$ cat src/rtl/mem_arbiter.sv
// Shared-memory arbiter: NCORES byte-wide cores, one outstanding access at a time,
// core ID folded into the address. Define ARB_FIXED_PRIO_EN for fixed lowest-index priority.
module mem_arbiter #(
  parameter int NCORES = 2,
  parameter int ADDR_W = 16,
  parameter int DATA_W = 8,
  parameter int ID_LSB = 8
) (
  input  logic                     clk,
  input  logic                     reset,
  input  logic [NCORES-1:0]        core_memread,
  input  logic [NCORES-1:0]        core_memwrite,
  input  logic [NCORES*ADDR_W-1:0] core_addr,
  input  logic [NCORES*DATA_W-1:0] core_writedata,
  output logic [NCORES*DATA_W-1:0] core_rdata,
  output logic [NCORES-1:0]        core_ready,
  output logic                     mem_read,
  output logic                     mem_write,
  output logic [ADDR_W-1:0]        mem_addr,
  output logic [DATA_W-1:0]        mem_wdata,
  input  logic [DATA_W-1:0]        mem_rdata,
  input  logic                     mem_ack
);
  localparam int IDW = (NCORES > 2) ? $clog2(NCORES) : 1;

  typedef enum logic [1:0] {IDLE, ACCESS, RESP} state_t;

  state_t                          state_q;
  logic [IDW-1:0]                  grant_q;
  logic                            mem_read_q, mem_write_q;
  logic [ADDR_W-1:0]               mem_addr_q;
  logic [DATA_W-1:0]               mem_wdata_q;
  logic [NCORES-1:0]               core_ready_q;
  logic [NCORES-1:0][DATA_W-1:0]   rdata_q;

  logic [NCORES-1:0][ADDR_W-1:0]   addr_v;
  logic [NCORES-1:0][DATA_W-1:0]   wdata_v;
  logic [NCORES-1:0]               req;
  logic [2*NCORES-1:0]             req2;
  logic [IDW-1:0]                  ptr, off, win;
  logic [IDW:0]                    sum;
  logic [ADDR_W-1:0]               addr_d;

  assign addr_v  = core_addr;
  assign wdata_v = core_writedata;
  assign req     = core_memread | core_memwrite;

`ifdef ARB_FIXED_PRIO_EN
  assign ptr = '0;
`else
  logic [IDW-1:0] ptr_q, ptr_d;
  logic [IDW:0]   gnt_inc;

  assign gnt_inc = {1'b0, grant_q} + (IDW+1)'(1);
  assign ptr_d   = (gnt_inc == (IDW+1)'(NCORES)) ? '0 : gnt_inc[IDW-1:0];
  assign ptr     = ptr_q;

  always_ff @(posedge clk or negedge reset) begin
    if (!reset)                               ptr_q <= '0;
    else if (state_q == ACCESS && mem_ack)    ptr_q <= ptr_d;
  end
`endif

  // Rotate requests so bit 0 is the pointer's core; first set bit is the offset of the winner.
  assign req2 = {req, req} >> ptr;

  always_comb begin
    off = '0;
    for (int k = NCORES-1; k >= 0; k--)
      if (req2[k]) off = IDW'(k);
    sum = {1'b0, ptr} + {1'b0, off};
    win = (sum >= (IDW+1)'(NCORES)) ? IDW'(sum - (IDW+1)'(NCORES)) : sum[IDW-1:0];
  end

  always_comb begin
    addr_d = addr_v[win];
    addr_d[ID_LSB +: IDW] = win;
  end

  always_ff @(posedge clk or negedge reset) begin
    if (!reset) begin
      state_q      <= IDLE;
      grant_q      <= '0;
      mem_read_q   <= 1'b0;
      mem_write_q  <= 1'b0;
      mem_addr_q   <= '0;
      mem_wdata_q  <= '0;
      core_ready_q <= '0;
      rdata_q      <= '0;
    end else begin
      case (state_q)
        IDLE: begin
          core_ready_q <= '0;
          if (|req) begin
            grant_q     <= win;
            mem_addr_q  <= addr_d;
            mem_wdata_q <= wdata_v[win];
            mem_write_q <= core_memwrite[win];
            mem_read_q  <= ~core_memwrite[win];
            state_q     <= ACCESS;
          end
        end
        ACCESS: begin
          if (mem_ack) begin
            if (mem_read_q) rdata_q[grant_q] <= mem_rdata;
            mem_read_q   <= 1'b0;
            mem_write_q  <= 1'b0;
            core_ready_q <= NCORES'(1) << grant_q;
            state_q      <= RESP;
          end
        end
        RESP: begin
          core_ready_q <= '0;
          state_q      <= IDLE;
        end
        default: state_q <= IDLE;
      endcase
    end
  end

  assign mem_read   = mem_read_q;
  assign mem_write  = mem_write_q;
  assign mem_addr   = mem_addr_q;
  assign mem_wdata  = mem_wdata_q;
  assign core_ready = core_ready_q;
  assign core_rdata = rdata_q;
endmodule

$ cat config.mk
export PLATFORM = sky130hd
export DESIGN_NAME = mem_arbiter
export DESIGN_NICKNAME = d
export VERILOG_FILES = /design/src/rtl/mem_arbiter.sv
export SDC_FILE = /design/constraint.sdc
export NUM_CORES = 1
export LEC_CHECK = 0
export ABC_AREA = 1
export BUFFER_PORTS_ARGS = -buffer_cell sky130_fd_sc_hd__buf_2
export CORE_AREA = 2 2 76 78
export CTS_BUF_LIST = sky130_fd_sc_hd__clkbuf_8
export CTS_CLUSTER_SIZE = 14
export DETAILED_ROUTE_END_ITERATION = 7
export DIE_AREA = 0 0 78 80
export GPL_TIMING_DRIVEN = 0
export PLACE_DENSITY = 0.77
export SLEW_MARGIN = 20
export SYNTH_ARGS = -nofsm -noshare
export SYNTH_HDL_FRONTEND = slang
export SYNTH_SLANG_ARGS = --single-unit
$ cat constraint.sdc
create_clock -name clk -period 1 [get_ports clk]
set_input_delay 0.05 -clock clk [delete_from_list [all_inputs] [get_ports clk]]
set_output_delay 0.05 -clock clk [all_outputs]
set_load 0.02 [all_outputs]
==> results.md <==
* Outcome: finished, violations left
* Violated checks: negative setup slack
* H-tree Lvls at 2
* I/O Pins at 107
* Total power draw at 10.90 mW
* Share of cells above drive strength 1 at 52.06%
* Crit Path Category: register to register
* Die Footprint at between 6000 and 7000 um^2
* Reg-to-reg endpoint: mem_addr[3]
* Clk sinks at 47
* DR vias/cell at 4.707
* Initial antenna violation count at 0
* Clock root buffer: clkbuf_8
* Delay-heaviest family, CP: simple AND/OR/NAND/NOR gates
* Clk buf depth at 2
* LEAKAGE at 2.093 nW
* Worst Hold Depth at 3
* Class of the worst hold path: input port to register
* Die H at ~80 um
* Total GRT Usage at 20.96%
* CP startpoint kind: register
* Clock power frac at 10.3%
* CP Capture Type: register
* PwrDens at roughly 3000 nW/um^2
* Setup slack, reg-to-reg at -0.23 ns
* Post-Syn Area at 2327 um^2
* Mapped Cells at about 300
* Worst skew pair latency at ~0.3 ns
* Hold Crit Endpoint: core_rdata[5]
* Switch share at 45.63%
* Die W at ~78 um
* Clk_skew at approximately 0.014 ns
* Vias in the first global route at about 2300
* Port bufs at 104
* Achievable Freq at 0.8155 GHz
* ANT cells at 0
* Drt wl/cell at 13.33 um
* Minimum clock period at 1.226 ns
* WP data required at 1.24 ns
* Comb pwr share at 58.2%
* Routability Congestion at just over 0.7
* Yosys cell types at 17
* Row count at 27
* Hpwl dp at about 4200 um
* Fillcell total at 463
* Global-route wire length before repair at 10370 um
* Worst-Margin Slew at 0.5912 ns
* Drc violations at 0
* Avg Inst Size Synth at 7.732 um^2
* Ys Warns at 0
* DR iter-0 viols at 121
* Area Growth Syn to Fin at 55.38%
* DRT antenna net count at 0
* Core footprint at 5405 um^2
* Area of the multi-input gates at between 1000 and 1500 um^2
* DP Area at approximately 3000 um^2
* CP max stage delay at approximately 0.4 ns
* Vias post-DR at 2391
* CP Cell Sequence: inv_2, o21ai_4, nand2_4, nand2_8, clkbuf_16, nand2_2, nand3_2, nand2_2
* Hold Crit Start: mem_rdata[5]
* WP buf/inv at 2
* Period utilization at 122.6%
* Total Nets Final at around 500
* First-pass DRT Iterations at 4
* Post-route cell area at 3616 um^2
* Max-cap viol count at 0
* Peak VDD IR at 1.345 mV
* Hold WS at 0.007477 ns
* Crit path DAT at 1.46 ns
* Reg power frac at 31.5%
* CP max-delay cell: dfrtp_1
* Syn nets at 364
* Slew Viols, Final at 0
* Routed Wire Length at slightly below 7000 um
* Most frequent CP cell: nand2_2
* Num CTS Buffers at 5
* Internal Power at ~5.9 mW
* RSZ-0062 raised after global routing: true
* Worst-path clk slew at 0.10 ns
* Net Sw Power at 4.972 mW
* Initial Util at 43.06%
* Relative slew slack at 60.59%
* Seq cells post-synth at 47
* Final hold vios at 0
* Worst r2r path cells at 8
* Endpoints failing setup at 47
* Register area at 1177 um^2
* Largest net degree at the start of global routing at 48
* Finished Core Util at 66.90%
* Register area share after synthesis at about half
* R2R Path Start: ptr
* Setup TNS at -7.900 ns
* CTS tree: yes
* Final critical-path setup slack at -0.2262 ns
* Max FO, Critical Path at 6
* Final global-route overflow total at 0
## cell usage after synthesis
| cell type | count | area, um^2 |
|---|---|---|
| a21boi_0 | 1 | 7.510 |
| a21oi_1 | 1 | 5.000 |
| buf_2 | 6 | 30.03 |
| buf_4 | 1 | 7.510 |
| buf_6 | 6 | 67.56 |
| dfrtp_1 | 47 | 1176 |
| inv_1 | 60 | 225.2 |
| inv_2 | 2 | 7.510 |
| nand2_1 | 92 | 345.3 |
| nand2_2 | 5 | 31.28 |
| nand2_4 | 3 | 33.78 |
| nand3_1 | 46 | 230.2 |
| nor2_1 | 2 | 7.510 |
| nor2_2 | 3 | 18.77 |
| o21ai_0 | 21 | 105.1 |
| o21ai_1 | 4 | 20.02 |
| o21ai_2 | 1 | 8.760 |
## cell usage in the layout (no fill, tap or decap)
master / synthesis / routed
a21boi_2: 0 / 1
buf_6: 6 / 15
buf_8: 0 / 5
clkinv_2: 0 / 1
inv_2: 2 / 1
dfrtp_2: 0 / 1
nand2_8: 0 / 1
clkinv_4: 0 / 1
dlygate4sd3_1: 0 / 3
a21oi_1: 1 / 1
o21ai_4: 0 / 1
nand2_1: 92 / 57
o21ai_0: 21 / 3
nand3_1: 46 / 29
o21ai_1: 4 / 9
nor2_2: 3 / 3
inv_6: 0 / 1
nor2_4: 0 / 2
clkbuf_16: 0 / 2
buf_4: 1 / 12
clkbuf_8: 0 / 5
inv_1: 60 / 61
nand2_4: 3 / 7
dfrtp_1: 47 / 46
nand2_2: 5 / 35
o21ai_2: 1 / 13
buf_2: 6 / 103
nand3_2: 0 / 17
## tightest hold or removal path, stage by stage
cell and delay (ns):
buf_2 0.09, inv_1 0.06, o21ai_1 0.06
## repair_timing
action | in CTS | in global routing
hold endpoints to repair | 49 | 47
gates cloned | 2 | 2
gates resized for setup | 55 | 66
pin swaps | 6 | 17
setup buffers | 13 | 3
endpoints found under the setup margin | 46 | 47
hold buffers | 2 | 1
## per-layer routing
| metal | GRT usage [%] | vias up | share of wire [%] |
|---|---|---|---|
| met1 | 25.33 | 1125 | 40 |
| met2 | 37.84 | 75 | 52 |
| li1 | - | 1178 | - |
| met5 | 0 | - | 0 |
| met3 | 3.959 | 13 | 5.3 |
| met4 | 6.491 | 0 | 1.9 |
## power groups by stage
stage	Clock [mW]	Sequential, mW	Combinational [mW]
after CTS	1.13	3.36	5.52
after global placement	0	3.36	4.72
after global routing	1.22	3.55	6.90
after detailed placement	0	3.37	4.83
after floorplan	0	4.41	2.14
final	1.12	3.43	6.35
## area by class of cell
| cell class | count | area share, % |
|---|---|---|
| timing repair buffer | 127 | 21.52 |
| multi-input combinational | 179 | 30.28 |
| tap | 72 | 2.491 |
| clock buffer | 5 | 1.903 |
| clock inverter | 3 | 0.4844 |
| sequential | 47 | 32.56 |
| buffer | 13 | 4.187 |
| inverter | 62 | 6.574 |
## registers in the layout (all words and copies together), names as in the netlist
name / cells
mem_addr: 16
mem_wdata: 8
mem_read: 1
core_rdata: 16
state_q: 2
ptr: 1
core_ready: 2
mem_write: 1
## stage by stage
stage	setup WS [ns]	cells
after floorplan	-0.08663	301
after global placement	-0.2085	477
after detailed placement	-0.2422	477
after CTS	-0.1754	502
after global routing	-0.3000	508
final	-0.2262	508
## logic make-up after synthesis
| group | Yosys count | share of synthesized area [%] |
|---|---|---|
| simple gates | 151 | 28.66 |
| buf+inv | 75 | 14.52 |
| compound gates | 28 | 6.290 |
| flops | 47 | 50.54 |
## how the worst max path moves through the flow
stage / from / end / cells past startpoint
after CTS: ptr / mem_addr[9] / 8
after floorplan: state_q[1] / core_rdata[14] / 7
after global placement: state_q[1] / mem_wdata[1] / 6
final: ptr / mem_addr[3] / 8
after global routing: ptr / mem_wdata[1] / 8
after detailed placement: state_q[1] / core_rdata[14] / 7
No activity file was read; power rests on OpenSTA's default activity.
